<file path="config.mk">
export PLATFORM = sky130hd
export DESIGN_NAME = masked_cumsum_seq_ctrl
export DESIGN_NICKNAME = d
export VERILOG_FILES = /design/src/rtl/masked_cumsum_pkg.sv /design/src/rtl/masked_cumsum_acc_stage.sv /design/src/rtl/masked_cumsum_seq_ctrl.sv
export SDC_FILE = /design/constraint.sdc
export NUM_CORES = 1
export LEC_CHECK = 0
export CORE_MARGIN = 1.5
export CORE_UTILIZATION = 28
export CTS_CLUSTER_DIAMETER = 30
export DETAILED_ROUTE_END_ITERATION = 8
export PLACE_DENSITY = 0.45
export SLEW_MARGIN = 20
export SYNTH_ARGS = -nofsm -noshare
export SYNTH_HDL_FRONTEND = slang
export SYNTH_HIERARCHICAL = 1
export SYNTH_SLANG_ARGS = --single-unit
</file>
<file path="constraint.sdc">
create_clock -name clk -period 5.6 [get_ports clk]
set_input_delay 0.84 -clock clk [delete_from_list [all_inputs] [get_ports clk]]
set_output_delay 0.84 -clock clk [all_outputs]
set_load 0.1 [all_outputs]
</file>
<file path="src/rtl/masked_cumsum_pkg.sv">
// masked_cumsum_pkg
// Shared types and default widths for the masked cumulative-sum row sequencer.
//   state_e    : sequencer FSM states (IDLE / RUN / FLUSH)
//   job_desc_t : latched job descriptor (row length, row count)
//   DEF_*_W    : default widths used as parameter defaults by the design
package masked_cumsum_pkg;

    localparam int DEF_DATA_W = 32;
    localparam int DEF_LEN_W  = 16;
    localparam int DEF_ROWS_W = 16;

    typedef enum logic [1:0] {
        ST_IDLE  = 2'd0,
        ST_RUN   = 2'd1,
        ST_FLUSH = 2'd2
    } state_e;

    typedef struct packed {
        logic [DEF_LEN_W-1:0]  row_len;
        logic [DEF_ROWS_W-1:0] num_rows;
    } job_desc_t;

endpackage

</file>
<file path="src/rtl/masked_cumsum_acc_stage.sv">
// masked_cumsum_acc_stage
// Mask-select + add + clear-on-row-start, followed by a single-entry output
// register with valid/ready.
//   clr            : synchronous accumulator clear (new job)
//   up_valid/ready : element handshake from the sequencer
//   up_data/mask   : element and include flag
//   up_row_first   : element is column 0 (accumulator restarts from zero)
//   up_row_last/up_job_last : flags carried alongside the sum
//   out_*          : registered result beat
//
// Handshake rule (both sides): a transfer happens on a rising edge where
// valid && ready; a producer holding valid keeps its payload stable until
// that edge.
module masked_cumsum_acc_stage #(
    parameter int DATA_W = 32
) (
    input  logic              clk,
    input  logic              rst_n,
    input  logic              clr,
    input  logic              up_valid,
    output logic              up_ready,
    input  logic [DATA_W-1:0] up_data,
    input  logic              up_mask,
    input  logic              up_row_first,
    input  logic              up_row_last,
    input  logic              up_job_last,
    output logic              out_valid,
    input  logic              out_ready,
    output logic [DATA_W-1:0] out_data,
    output logic              out_row_last,
    output logic              out_job_last
);

    logic [DATA_W-1:0] acc_q, acc_d;
    logic [DATA_W-1:0] data_q, data_d;
    logic              valid_q, valid_d;
    logic              row_last_q, row_last_d;
    logic              job_last_q, job_last_d;
    logic [DATA_W-1:0] sum;
    logic              fire;

    // Output register can take a new beat when empty or when it is being
    // popped in the same cycle.
    assign up_ready = !valid_q || out_ready;
    assign fire     = up_valid && up_ready;

    // Plain wrap-around add; the top bit carry is intentionally dropped.
    assign sum = (up_row_first ? '0 : acc_q) + (up_mask ? up_data : '0);

    always_comb begin
        acc_d      = acc_q;
        data_d     = data_q;
        valid_d    = valid_q;
        row_last_d = row_last_q;
        job_last_d = job_last_q;
        if (clr) begin
            acc_d = '0;
        end
        if (fire) begin
            acc_d      = sum;
            data_d     = sum;
            valid_d    = 1'b1;
            row_last_d = up_row_last;
            job_last_d = up_job_last;
        end else if (out_ready) begin
            valid_d = 1'b0;
        end
    end

    always_ff @(posedge clk or negedge rst_n) begin
        if (!rst_n) begin
            acc_q      <= '0;
            data_q     <= '0;
            valid_q    <= 1'b0;
            row_last_q <= 1'b0;
            job_last_q <= 1'b0;
        end else begin
            acc_q      <= acc_d;
            data_q     <= data_d;
            valid_q    <= valid_d;
            row_last_q <= row_last_d;
            job_last_q <= job_last_d;
        end
    end

    assign out_valid    = valid_q;
    assign out_data     = data_q;
    assign out_row_last = row_last_q;
    assign out_job_last = job_last_q;

endmodule

</file>
<file path="src/rtl/masked_cumsum_seq_ctrl.sv">
// masked_cumsum_seq_ctrl
// Row sequencer for the masked cumulative sum. Accepts a job descriptor,
// walks row-major elements, and emits running masked prefix sums that
// restart at every row, tagging row and job ends.
//   cfg_*     : job descriptor handshake (row_len, num_rows), cfg_err pulse
//   in_*      : element stream (data, mask)
//   out_*     : result stream (prefix sum, row_last, job_last)
//   busy      : sequencer not idle
//   dbg_state : current FSM state for observation
//
// Handshake rule: every valid/ready pair transfers on a rising edge where
// both are high; the producer must hold valid and payload until then.
module masked_cumsum_seq_ctrl
    import masked_cumsum_pkg::*;
#(
    parameter int DATA_W = DEF_DATA_W,
    parameter int LEN_W  = DEF_LEN_W,
    parameter int ROWS_W = DEF_ROWS_W
) (
    input  logic              clk,
    input  logic              rst_n,
    input  logic              cfg_valid,
    output logic              cfg_ready,
    input  logic [LEN_W-1:0]  cfg_row_len,
    input  logic [ROWS_W-1:0] cfg_num_rows,
    input  logic              in_valid,
    output logic              in_ready,
    input  logic [DATA_W-1:0] in_data,
    input  logic              in_mask,
    output logic              out_valid,
    input  logic              out_ready,
    output logic [DATA_W-1:0] out_data,
    output logic              out_row_last,
    output logic              out_job_last,
    output logic              busy,
    output logic              cfg_err,
    output state_e            dbg_state
);

    state_e            state_q, state_d;
    job_desc_t         job_q, job_d;
    logic [LEN_W-1:0]  col_q, col_d;
    logic [ROWS_W-1:0] row_q, row_d;
    logic              cfg_err_q, cfg_err_d;

    logic acc_clr;
    logic stage_up_valid;
    logic stage_up_ready;
    logic in_fire;
    logic col_last;
    logic row_final;

    assign col_last  = (col_q == LEN_W'(job_q.row_len) - LEN_W'(1));
    assign row_final = (row_q == ROWS_W'(job_q.num_rows) - ROWS_W'(1));

    assign stage_up_valid = in_valid && (state_q == ST_RUN);
    assign in_ready       = (state_q == ST_RUN) && stage_up_ready;
    assign in_fire        = in_valid && in_ready;

    always_comb begin
        state_d   = state_q;
        job_d     = job_q;
        col_d     = col_q;
        row_d     = row_q;
        cfg_err_d = 1'b0;
        acc_clr   = 1'b0;
        cfg_ready = 1'b0;
        unique case (state_q)
            ST_IDLE: begin
                cfg_ready = 1'b1;
                if (cfg_valid) begin
                    if (cfg_row_len != '0 && cfg_num_rows != '0) begin
                        job_d.row_len  = DEF_LEN_W'(cfg_row_len);
                        job_d.num_rows = DEF_ROWS_W'(cfg_num_rows);
                        col_d          = '0;
                        row_d          = '0;
                        acc_clr        = 1'b1;
                        state_d        = ST_RUN;
                    end else begin
                        cfg_err_d = 1'b1;
                    end
                end
            end
            ST_RUN: begin
                if (in_fire) begin
                    if (col_last) begin
                        col_d = '0;
                        if (row_final) begin
                            state_d = ST_FLUSH;
                        end else begin
                            row_d = row_q + ROWS_W'(1);
                        end
                    end else begin
                        col_d = col_q + LEN_W'(1);
                    end
                end
            end
            ST_FLUSH: begin
                // Wait for the final beat to leave the output register.
                if (out_valid && out_ready) begin
                    state_d = ST_IDLE;
                end
            end
            default: state_d = ST_IDLE;
        endcase
    end

    always_ff @(posedge clk or negedge rst_n) begin
        if (!rst_n) begin
            state_q   <= ST_IDLE;
            job_q     <= '0;
            col_q     <= '0;
            row_q     <= '0;
            cfg_err_q <= 1'b0;
        end else begin
            state_q   <= state_d;
            job_q     <= job_d;
            col_q     <= col_d;
            row_q     <= row_d;
            cfg_err_q <= cfg_err_d;
        end
    end

    masked_cumsum_acc_stage #(
        .DATA_W(DATA_W)
    ) u_acc (
        .clk         (clk),
        .rst_n       (rst_n),
        .clr         (acc_clr),
        .up_valid    (stage_up_valid),
        .up_ready    (stage_up_ready),
        .up_data     (in_data),
        .up_mask     (in_mask),
        .up_row_first(col_q == '0),
        .up_row_last (col_last),
        .up_job_last (col_last && row_final),
        .out_valid   (out_valid),
        .out_ready   (out_ready),
        .out_data    (out_data),
        .out_row_last(out_row_last),
        .out_job_last(out_job_last)
    );

    assign busy      = (state_q != ST_IDLE);
    assign cfg_err   = cfg_err_q;
    assign dbg_state = state_q;

endmodule

</file>
* Word level (Yosys, flattened, before mapping)
Cells that the tools add are included.
Operators by class: $add $sub $neg 5, $mul 0, divide/modulo/power cells 0, magnitude comparators 0, equality and inequality tests 11, shift-type cells 0, muxes and demuxes 29, bitwise logic cells 0, reduce and logical (&&, ||, !) cells 21
Operators with widths (number):
- $mux W32 | 4
- $mux W16 | 7
- $pmux W16 S2 | 2
- $add A16 B1 Y16 const B | 2
- $add A32 B32 Y32 | 1
- $eq A16 B16 Y1 | 2
- $reduce_bool A16 Y1 | 2
- $sub A16 B1 Y16 const B | 2
- $logic_not A16 Y1 | 1
- $ne A2 B2 Y1 const B | 7
- $mux W2 | 6
- $reduce_and A6 Y1 | 2
- $mux W1 | 9
- $reduce_bool A2 Y1 | 4
- $logic_and A1 B1 Y1 | 7
- $pmux W2 S3 | 1
- $reduce_and A4 Y1 | 1
- $reduce_and A3 Y1 | 1
- $eq A2 B1 Y1 const B | 1
- $eq A2 B2 Y1 const B | 1
- $logic_not A2 Y1 | 1
- $logic_not A1 Y1 | 1
- $logic_or A1 B1 Y1 | 1
Word-level totals: flip-flop bits (word level) 134, latch bits 0, bits in writable memories 0, memory bits (read-only) 0, bits of input ports 70, output and inout port bits 41, word-level logic and storage cells 77, memories kept 0

* Depth between registers and ports, before layout
Gate-level depths: netlist of run 1.
depth after elaboration 7, depth in mapped cells 16, mapped depth without buffers 15

* By module
Netlist of run 1, hierarchy kept.
By module, submodules not included:
- masked_cumsum_acc_stage | times used 1, cells each 541, area each 4658.2 µm², seq. area each 1676.6 µm²
- masked_cumsum_seq_ctrl | times used 1, cells each 522, area each 4306.6 µm², seq. area each 1676.6 µm²

* Least setup slack after synthesis of run 1
OpenSTA, ideal clock, no wires.
kind register to output, start register state_q[1] (netlist: dbg_state[1]), end output port busy, data arrival time 3233 ps, slack 1527 ps, stages on the path, launching flop included 3, path buffers 0, cells stage by stage dfrtp_1 nor2_1 inv_1
On the way: word-level cells in the longest chain between the ends 1
RTL lines:
- start: declaration | RTL line masked_cumsum_seq_ctrl.sv:40 | state_e state_q, state_d;
- start signal: assignment | RTL line masked_cumsum_seq_ctrl.sv:116 | state_q <= state_d;
- $reduce_bool A2 Y1 | RTL line masked_cumsum_seq_ctrl.sv:144 | assign busy = (state_q != ST_IDLE);
- end: declaration | RTL line masked_cumsum_seq_ctrl.sv:35 | output logic busy,
Every way passes these cells.

* Final worst setup path of run 1
start register col_q[0], end register u_acc.data_q[30] (netlist: u_acc/out_data[30])
On the way: word-level cells in the longest chain between the ends 3
RTL lines:
- start: declaration | RTL line masked_cumsum_seq_ctrl.sv:42 | logic [LEN_W-1:0] col_q, col_d;
- start signal: assignment | RTL line masked_cumsum_seq_ctrl.sv:118 | col_q <= col_d;
- $logic_not A16 Y1 | RTL line masked_cumsum_seq_ctrl.sv:134 | .up_row_first(col_q == '0),
- $mux W32 | RTL line masked_cumsum_acc_stage.sv:48 | assign sum = (up_row_first ? '0 : acc_q) + (up_mask ? up_data : '0);
- $add A32 B32 Y32 | RTL line masked_cumsum_acc_stage.sv:48
- end signal: assignment | RTL line masked_cumsum_acc_stage.sv:79 | data_q <= data_d;
- end: declaration | RTL line masked_cumsum_acc_stage.sv:35 | logic [DATA_W-1:0] data_q, data_d;
Every way passes these cells. A chain may end at the register's enable or synchronous reset.

==> results of run 1 <==
[sequential cells by signal, indices dropped and copies added (netlist names)]
register            flops
col_q                  16
u_acc/out_valid         1
dbg_state               2
u_acc/out_data         32
u_acc/out_job_last      1
row_q                  16
u_acc/out_row_last      1
job_q                  32
cfg_err                 1
u_acc/acc_q            32
[routing by layer]
| layer | GRT usage [%] | part of all wire, % | vias up |
|---|---|---|---|
| met1 | 21.2 | 47 | 3767 |
| li1 | - | - | 3907 |
| met3 | 3.93 | 4.0 | 15 |
| met2 | 27.2 | 48 | 120 |
| met4 | 4.79 | 1.0 | 0 |
| met5 | 0 | 0 | - |
[critical path: cells and delay by family (launching register included)]
family / cells / cell delay [ns]
buffers and inverters: 1 / 0.10
adders and majority gates: 3 / 0.83
xor gates and xnor gates: 1 / 0.18
muxes: 1 / 0.28
DFF: 1 / 0.41
and+or+nand+nor: 3 / 0.85
AOI/OAI and AO/OA: 6 / 1.34
[stage by stage]
stage / total power [uW] / setup WS, ns / cell area, um^2
6_report: 5610 / 1.47 / 11000
4_1_cts: 5680 / 1.42 / 11000
2_1_floorplan: 3690 / 1.53 / 8960
5_1_grt: 6010 / 0.970 / 11000
3_3_place_gp: 4440 / 1.30 / 10400
3_5_place_dp: 4440 / 1.24 / 10400
[power by group]
group / total [uW] / switching [uW] / internal [uW]
Sequential: 1560 / 283 / 1270
Clock: 1190 / 450 / 744
Combinational: 2860 / 1900 / 963
Total: 5610 / 2630 / 2980
[final cells by class]
cell class	instances	area, um^2	area share (%)
clock buffer	23	488	4.42
clock inverter	9	123	1.11
inverter	20	75.1	0.680
multi-input combinational	853	5330	48.3
sequential	134	3350	30.4
tap	402	503	4.55
timing repair buffer	119	1170	10.6
[kinds of logic (layout without fill, tap and decap cells)]
| kind of cell | after synthesis | count (layout) | share of synthesized area, % |
|---|---|---|---|
| muxes | 13 | 13 | 1.58 |
| adders and majority gates | 37 | 37 | 5.25 |
| DFF | 134 | 134 | 37.4 |
| AOI/OAI and AO/OA | 217 | 217 | 16.6 |
| buffers and inverters | 76 | 171 | 3.22 |
| xor gates and xnor gates | 68 | 68 | 6.64 |
| and+or+nand+nor | 518 | 518 | 29.3 |
[synthesized netlist by cell type, types with 3 or more instances]
cell type / number
a211oi_2: 3
xor2_1: 32
and2_1: 37
o211ai_1: 8
a21oi_1: 52
inv_1: 19
o21ai_1: 4
nand4_1: 20
nor2b_1: 35
and3_1: 16
mux2i_1: 7
a2111oi_0: 3
a21o_1: 27
o2111ai_1: 3
o21a_1: 6
o31ai_1: 8
ha_1: 36
nor3_1: 15
o21ai_0: 47
nand2_1: 225
or3_1: 20
a211oi_1: 5
or4_1: 7
nor2_1: 48
nand3b_1: 3
a21boi_0: 3
and4_1: 3
nand2b_1: 9
buf_1: 4
nor3b_1: 4
xnor2_1: 36
a41oi_1: 3
or2_2: 4
nor4_1: 21
o21bai_1: 4
o22ai_1: 3
buf_2: 3
clkbuf_1: 49
mux2_2: 5
a22o_1: 7
dfrtp_1: 134
nand3_1: 32
nor4b_1: 5
[worst max path at each step]
stage / startpoint / end / slack [ns] / cells past startpoint
after floorplan: dbg_state[1]$_DFFE_PN0P_ / busy / 1.53 / 2
after global placement: in_mask / u_acc/out_data[26]$_DFFE_PN0P_ / 1.30 / 12
after global routing: col_q[0]$_DFFE_PN0P_ / u_acc/out_data[26]$_DFFE_PN0P_ / 0.97 / 16
final: col_q[0]$_DFFE_PN0P_ / u_acc/out_data[30]$_DFFE_PN0P_ / 1.47 / 15
after CTS: col_q[0]$_DFFE_PN0P_ / u_acc/out_data[30]$_DFFE_PN0P_ / 1.42 / 15
after detailed placement: in_mask / u_acc/out_data[26]$_DFFE_PN0P_ / 1.24 / 12
==> flow_summary.json, run 1 <==
{
  "skew_ns": 0.0100,
  "routedWlPerCell_um": 16.7,
  "synth_edf_count": 0,
  "end_kind": "flop",
  "crit_slowest_cell": "and4_1",
  "io_pins": 111,
  "path_clk_slew_ns": 0.06,
  "overflow": 0,
  "grt_pass1_vias": 7941,
  "antenna_found_initial": 0,
  "coreArea_um2": 31600,
  "drt-pass1-iter-count": 5,
  "cts_root_buf": "clkbuf_16",
  "synth.distinct_cells": 81,
  "netlist_area_um2": 8960,
  "ys.flop_type": "dfrtp_1",
  "finalCriticalPeriod_ns": 4.13,
  "synth_seq_area_share_pct": 37.4,
  "hold_class": "input pin to asynchronous set/reset pin",
  "grt_first_pass_wirelength_mm": 42.8,
  "cts_buffer_depth": 2,
  "io_buffers": 110,
  "ant_nets": 0,
  "track_usage_pct": 16.4,
  "die_x_um": 182,
  "critPathKind": "flop to flop",
  "cts.repair.resized": 0,
  "drc": 0,
  "dp.cells": 1528,
  "avgSynthCellArea_um2": 8.43,
  "path_cells": "inv_1 -> ha_1 -> nor4b_1 -> and4_1 -> nor2b_1 -> ha_1 -> fa_1 -> a211oi_2 -> o21ai_2 -> o31ai_4 -> o21ai_2 -> a41oi_2 -> o31ai_1 -> xor2_1 -> mux2_2",
  "drive_above_1_share_pct": 6.91,
  "initial_core_util_pct": 28.4,
  "post-route-period-util_pct": 73.7,
  "area_delta_synth_final_pct": 23.2,
  "cts_tree": "built",
  "synth.area.top_cells": "dfrtp_1 37%, nand2_1 9.4%, ha_1 5.0%",
  "grt_max_degree": 68,
  "cp-start-kind": "flop",
  "r2r_start": "col_q[0]$_DFFE_PN0P_",
  "syn-num-nets": 1170,
  "ys.warnings.count": 6,
  "p_leak_uw": 0.00498,
  "finalSetupTns_ns": 0,
  "critical_path.max_stage_delay_ns": 0.55,
  "vias": 7809,
  "antennaDiodeCount": 0,
  "crit_fanout": 11,
  "vias_per_cell": 5.01,
  "layout_commonest_cell": "nand2_1",
  "synth_seq_cells": 134,
  "dieArea_um2": 33100,
  "maxCapViolCount": 0,
  "clkLatencyLatePin_ns": 0.44,
  "cts.sinks": 134,
  "layout_common_cells": "224 x nand2_1, 134 x dfrtp_1, 109 x clkdlybuf4s50_1",
  "ff2ff_path_depth": 15,
  "hold_viol": 0,
  "finalNonFillerCells": 1560,
  "yosys.area.top_type": "dfrtp_1",
  "final_core_util_pct": 35.0,
  "globalplace.congestion": 0.829,
  "wirelength_mm": 26.0,
  "post_cts_buffers": 0,
  "fp.dieH_um": 182,
  "drtIter0Drc": 545,
  "fmax_mhz": 242,
  "final_nets": 1252,
  "dp_hpwl_mm": 18.8,
  "cts_max_level": 4,
  "r2r-end": "u_acc/out_data[30]$_DFFE_PN0P_",
  "num_rows": 65,
  "status": "finished, final reports clean",
  "relSlewSlack_pct": 28.8,
  "hold_buffers": 0,
  "fillers": 3291,
  "synthArstFlopShare_pct": 100,
  "synth_top_cell_area_share_pct": 37.4,
  "ir_drop_mv": 0.267,
  "hold-worst-slack_ns": 0.412,
  "netlist_instances": 1063,
  "rrSetupSlack_ns": 1.47,
  "finalSetupViolations": 0,
  "numCtsBuffers": 17,
  "powerDensity_nw_per_um2": 508,
  "slew_viol_final": 0,
  "rsz0062_at_grt": "no",
  "crit_required_ns": 5.92,
  "worstMarginPinSlew_ns": 1.07,
  "cp.arrival_ns": 4.44
}
(Power assumes the default switching activity.)
==> run 2: changes to the inputs <==
==> constraint.sdc (replaced) <==
create_clock -name clk -period 4.05 [get_ports clk]
set_input_delay 0.6075 -clock clk [delete_from_list [all_inputs] [get_ports clk]]
set_output_delay 0.6075 -clock clk [all_outputs]
set_load 0.1 [all_outputs]
==> run 2 against run 1 <==
Design area increased by 1.6%. Worst hold slack lost 0.19 ns. Wire length shrank 0.61%. Clock power grew 29%. Register-to-register slack worse by 1.3 ns. Core utilization rose by 0.55 points. Setup slack worse by 1.3 ns. Sequential power up 37%. Sequential share of layout area decreased by 0.47 points. Fmax up 7.0%. Critical endpoint is now u_acc/out_data[24]$_DFFE_PN0P_. Largest cell class unchanged. Highest routed layer unchanged.
==> flow_summary.json, run 2 (synthesis gave the netlist of run 1 again) <==
{
  "crit_fanout": 30,
  "critical_path.max_stage_delay_ns": 0.41,
  "p_leak_uw": 0.00510,
  "dp_hpwl_mm": 19.1,
  "numCtsBuffers": 17,
  "fmax_mhz": 259,
  "globalplace.congestion": 0.854,
  "cp_top_family": "compound AO/OA/AOI/OAI gates",
  "critPathKind": "flop to flop",
  "slew_viol_final": 0,
  "overflow": 0,
  "die_x_um": 182,
  "vias": 7824,
  "io_buffers": 110,
  "path_buf_inv": 2,
  "hold-worst-slack_ns": 0.225,
  "area_delta_synth_final_pct": 25.1,
  "track_usage_pct": 16.1,
  "grt_pass1_vias": 7961,
  "path_cells": "inv_1 -> ha_1 -> nor4b_2 -> and4_4 -> buf_12 -> nor2b_1 -> ha_1 -> o211ai_1 -> o21ai_2 -> o31ai_4 -> o21ai_2 -> a2bb2oi_1 -> a41oi_2 -> xnor2_1 -> mux2_2",
  "ant_nets": 0,
  "drive_above_1_share_pct": 8.91,
  "hold_class": "input pin to asynchronous set/reset pin",
  "finalCriticalPeriod_ns": 3.85,
  "layout_commonest_cell": "nand2_1",
  "final_nets": 1273,
  "drt-pass1-iter-count": 6,
  "coreArea_um2": 31600,
  "io_pins": 111,
  "rrSetupSlack_ns": 0.20,
  "num_rows": 65,
  "grt_max_degree": 83,
  "fin_total_pwr_uw": 7730,
  "fp.dieH_um": 182,
  "cts.sinks": 134,
  "skew_ns": 0.0116,
  "vias_per_cell": 4.95,
  "fillers": 3297,
  "drc": 0,
  "cts_root_buf": "clkbuf_16",
  "status": "finished, final reports clean",
  "powerDensity_nw_per_um2": 689,
  "crit_required_ns": 4.36,
  "antennaDiodeCount": 0,
  "path_clk_slew_ns": 0.06,
  "layout_common_cells": "224 x nand2_1, 134 x dfrtp_1, 108 x clkdlybuf4s50_1",
  "ir_drop_mv": 0.346,
  "maxCapViolCount": 0,
  "antenna_found_initial": 0,
  "dieArea_um2": 33100,
  "cts_tree": "built",
  "worstMarginPinSlew_ns": 1.01,
  "finalSetupTns_ns": 0,
  "end_kind": "flop",
  "cp-start-kind": "flop",
  "relSlewSlack_pct": 32.4,
  "cp.arrival_ns": 4.17,
  "finalSetupViolations": 0,
  "wirelength_mm": 25.9,
  "drtIter0Drc": 379,
  "cts_max_level": 4,
  "routedWlPerCell_um": 16.4,
  "initial_core_util_pct": 28.4,
  "post-route-period-util_pct": 95.2,
  "clkLatencyLatePin_ns": 0.44,
  "grt_first_pass_wirelength_mm": 42.4,
  "crit_slowest_cell": "dfrtp_1",
  "hold_viol": 0,
  "cts_buffer_depth": 2
}
==> run 2: power breakdown <==
| part | leakage (uW) | total (uW) | switching [uW] | internal, uW |
|---|---|---|---|---|
| clock | 0.000278 | 1540 | 614 | 927 |
| sequential | 0.00173 | 2140 | 379 | 1760 |
| combinational | 0.00309 | 4050 | 2650 | 1400 |
| total | 0.00510 | 7730 | 3640 | 4090 |
==> run 2: worst register-to-register path, cell delays in order, from the launching register on <==
cell and delay, ns:
dfrtp_1 0.41, inv_1 0.11, ha_1 0.16, nor4b_2 0.23
and4_4 0.32, buf_12 0.20, nor2b_1 0.09, ha_1 0.39
o211ai_1 0.14, o21ai_2 0.23, o31ai_4 0.10, o21ai_2 0.29
a2bb2oi_1 0.39, a41oi_2 0.23, xnor2_1 0.18, mux2_2 0.27
==> run 2: final cells by class <==
class	instances	area [um^2]	share of cell area [%]
multi-input cells	853	5370	47.9
flip-flops and latches	134	3350	29.9
repair buffers	140	1350	12.0
well taps	402	503	4.48
clock buffers	21	460	4.10
clock inverters	10	105	0.937
inverters	20	75.1	0.669
==> run 2: metrics by stage <==
stage               std cells  util [%]  setup slack (ns)  area (um^2)
floorplan                1063         -            0.0119         8960
global placement         1548      33.6            0.0647        10600
detailed placement       1548      33.6           -0.0511        10600
CTS                      1579      35.4            0.0610        11200
global route             1580      35.6          -0.00445        11200
finish                   1580      35.6             0.196        11200
==> run 2: layer usage <==
metal	wire (um)	vias up	global-route usage (%)
met3	807	16	3.43
met2	12100	100	26.2
li1	-	3958	-
met5	0	-	0
met1	12700	3750	21.6
met4	301	0	4.60
==> run 2: timing repair <==
| action | 4_1_cts | 5_1_grt |
|---|---|---|
| setup buffers | 0 | 1 |
| pin swaps | 0 | 3 |
| resized for setup | 2 | 7 |
| hold buffers | 0 | 0 |
| setup endpoints to repair | 4 | 19 |
==> run 2: final timing paths <==
check | start | to | cells past startpoint
setup / recovery | col_q[0]$_DFFE_PN0P_ | u_acc/out_data[24]$_DFFE_PN0P_ | 15
hold / removal | rst_n | u_acc/acc_q[27]$_DFFE_PN0P_ | 1
hold reg to reg | u_acc/acc_q[3]$_DFFE_PN0P_ | u_acc/acc_q[3]$_DFFE_PN0P_ | 2
max in group asynchronous | rst_n | row_q[0]$_DFFE_PN0P_ | 2
min in group clk | u_acc/acc_q[3]$_DFFE_PN0P_ | u_acc/acc_q[3]$_DFFE_PN0P_ | 2
setup reg to reg | col_q[0]$_DFFE_PN0P_ | u_acc/out_data[24]$_DFFE_PN0P_ | 15
==> run 3: changes to the inputs <==
--- a/config.mk
+++ b/config.mk
@@ -5,11 +5,13 @@
 export SDC_FILE = /design/constraint.sdc
 export NUM_CORES = 1
 export LEC_CHECK = 0
+export CAP_MARGIN = 15
 export CORE_MARGIN = 1.5
-export CORE_UTILIZATION = 28
+export CORE_UTILIZATION = 30
 export CTS_CLUSTER_DIAMETER = 30
 export DETAILED_ROUTE_END_ITERATION = 8
-export PLACE_DENSITY = 0.45
+export GPL_ROUTABILITY_DRIVEN = 0
+export PLACE_DENSITY = 0.47
 export SLEW_MARGIN = 20
 export SYNTH_ARGS = -nofsm -noshare
 export SYNTH_HDL_FRONTEND = slang
==> run 3 against run 2 <==
Clock skew down 0.0033 ns. Combinational power about the same. Sequential power about the same. Total power up 1.9%. Cell count down 0.63%. Design area up 0.46%. Wire length down 2.6%. Worst hold slack better by 0.041 ns. First-iteration DRC count down 5.5%. Clock-buffer cell count down 1. Critical endpoint unchanged. Largest cell class unchanged. Largest power group unchanged.
==> flow_summary.json, run 3 (synthesis gave the netlist of run 1 again) <==
{
  "layout_commonest_cell": "nand2_1",
  "crit_fanout": 4,
  "wirelength_mm": 25.2,
  "internal_power_uw": 4240,
  "overflow": 0,
  "critical_path.max_stage_delay_ns": 0.41,
  "status": "finished, final reports clean",
  "coreArea_um2": 29600,
  "drt-pass1-iter-count": 5,
  "finalCriticalPeriod_ns": 3.80,
  "cts_root_buf": "clkbuf_16",
  "crit_slowest_cell": "dfrtp_1",
  "cts_max_level": 4,
  "finalSetupViolations": 0,
  "cp-start-kind": "flop",
  "r2r-end": "u_acc/out_data[24]$_DFFE_PN0P_",
  "finalSetupTns_ns": 0,
  "vias_per_cell": 5.01,
  "skew_ns": 0.00825,
  "worstMarginPinSlew_ns": 0.995,
  "p_clk_share_pct": 21.6,
  "routedWlPerCell_um": 16.0,
  "dieArea_um2": 30900,
  "ant_nets": 0,
  "path_cells": "inv_1 -> ha_1 -> nor4b_1 -> and4_4 -> nor2b_1 -> ha_1 -> fa_2 -> a211oi_2 -> o21ai_2 -> o31ai_4 -> o21ai_2 -> a2bb2oi_2 -> a41oi_2 -> xnor2_1 -> mux2_2",
  "end_kind": "flop",
  "grt_max_degree": 90,
  "relSlewSlack_pct": 33.4,
  "ff2ff_path_depth": 15,
  "drive_above_1_share_pct": 8.98,
  "hold_viol": 0,
  "p_leak_uw": 0.00512,
  "ir_drop_mv": 0.409,
  "io_pins": 111,
  "io_buffers": 110,
  "initial_core_util_pct": 30.3,
  "hold_class": "input pin to asynchronous set/reset pin",
  "swShare_pct": 46.2,
  "grt_pass1_vias": 7927,
  "post-route-period-util_pct": 93.9,
  "numCtsBuffers": 17,
  "dp.cells": 1537,
  "cts_tree": "built",
  "cp.arrival_ns": 4.11,
  "final_nets": 1274,
  "grt_first_pass_wirelength_mm": 41.6,
  "crit_required_ns": 4.36,
  "clkLatencyLatePin_ns": 0.42,
  "fillers": 3059,
  "rsz0062_at_grt": "no",
  "die_x_um": 176,
  "critPathKind": "flop to flop",
  "fin_total_pwr_uw": 7880,
  "drtIter0Drc": 358,
  "layout_common_cells": "225 x nand2_1, 134 x dfrtp_1, 108 x clkdlybuf4s50_1",
  "slew_viol_final": 0,
  "cts.sinks": 134,
  "rrSetupSlack_ns": 0.25,
  "fin_area_um2": 11300,
  "p_comb_share_pct": 51.4,
  "maxCapViolCount": 0,
  "cts_buffer_depth": 2,
  "drc": 0,
  "antenna_found_initial": 0,
  "antennaDiodeCount": 0,
  "dp_hpwl_mm": 18.5,
  "p_seq_share_pct": 27.1,
  "path_clk_slew_ns": 0.06,
  "placed_area_um2": 10600,
  "area_delta_synth_final_pct": 25.7,
  "vias": 7865,
  "fp.dieH_um": 176,
  "finalNonFillerCells": 1570,
  "fmax_mhz": 263,
  "r2r_start": "col_q[0]$_DFFE_PN0P_",
  "powerDensity_nw_per_um2": 699,
  "track_usage_pct": 16.8,
  "num_rows": 63,
  "p_sw_uw": 3640
}
-- run 3: final cells by class --
class,count,area [um^2],share of cell area (%)
Clock inverter,12,175,1.55
Timing Repair Buffer,141,1360,12.0
Sequential cell,134,3350,29.8
Inverter,20,75.1,0.666
Multi-Input combinational cell,853,5360,47.5
Clock buffer,20,467,4.14
Tap cell,390,488,4.33
-- run 3: worst max path at each step --
stage                                         from                              to  slack, ns  cells after the start
after floorplan           dbg_state[1]$_DFFE_PN0P_           row_q[13]$_DFFE_PN0P_       0.01                      9
after global placement        col_q[0]$_DFFE_PN0P_  u_acc/out_data[26]$_DFFE_PN0P_       0.11                     15
after detailed placement      col_q[0]$_DFFE_PN0P_  u_acc/out_data[26]$_DFFE_PN0P_       0.03                     15
after CTS                     col_q[0]$_DFFE_PN0P_  u_acc/out_data[26]$_DFFE_PN0P_       0.03                     15
after global routing          col_q[0]$_DFFE_PN0P_  u_acc/out_data[28]$_DFFE_PN0P_       0.01                     15
final                         col_q[0]$_DFFE_PN0P_  u_acc/out_data[24]$_DFFE_PN0P_       0.25                     15
-- run 3: power by group through the flow --
stage,clock (uW),sequential (uW),combinational [uW]
2_1_floorplan,0,3070,2040
3_3_place_gp,0,2160,4030
6_report,1700,2130,4050
4_1_cts,1750,2140,4050
3_5_place_dp,0,2160,4030
5_1_grt,1800,2200,4440
-- run 3: critical path: cells and delay by family, from the launching register on --
kind                       cells  cell delay [ns]
AOI/OAI and AO/OA              6             1.36
DFF                            1             0.41
buffers and inverters          1             0.10
and+or+nand+nor                3             0.63
xor gates and xnor gates       1             0.12
adders and majority gates      3             0.78
muxes                          1             0.27
-- run 3: repair_timing --
action | 4_1_cts | 5_1_grt
endpoints found under the setup margin | 0 | 15
hold buffers | 0 | 0
gates resized for setup | 0 | 6
buffers inserted | 0 | 1
-- run 3: routing by layer --
| layer | wire (um) | up-vias | global-route usage [%] |
|---|---|---|---|
| met4 | 247 | 0 | 4.13 |
| met2 | 12000 | 98 | 27.9 |
| met1 | 12200 | 3793 | 22.8 |
| li1 | - | 3957 | - |
| met5 | 0 | - | 0 |
| met3 | 708 | 17 | 2.81 |
-- run 3: per-stage QoR --
stage	worst slack (ns)	hold WS, ns	utilization (%)
after global placement	0.114	0.450	35.8
final	0.245	0.266	38.1
after global routing	0.0135	0.341	38.1
after detailed placement	0.0277	0.455	35.8
after floorplan	0.0119	0.312	-
after CTS	0.0295	0.312	38.0
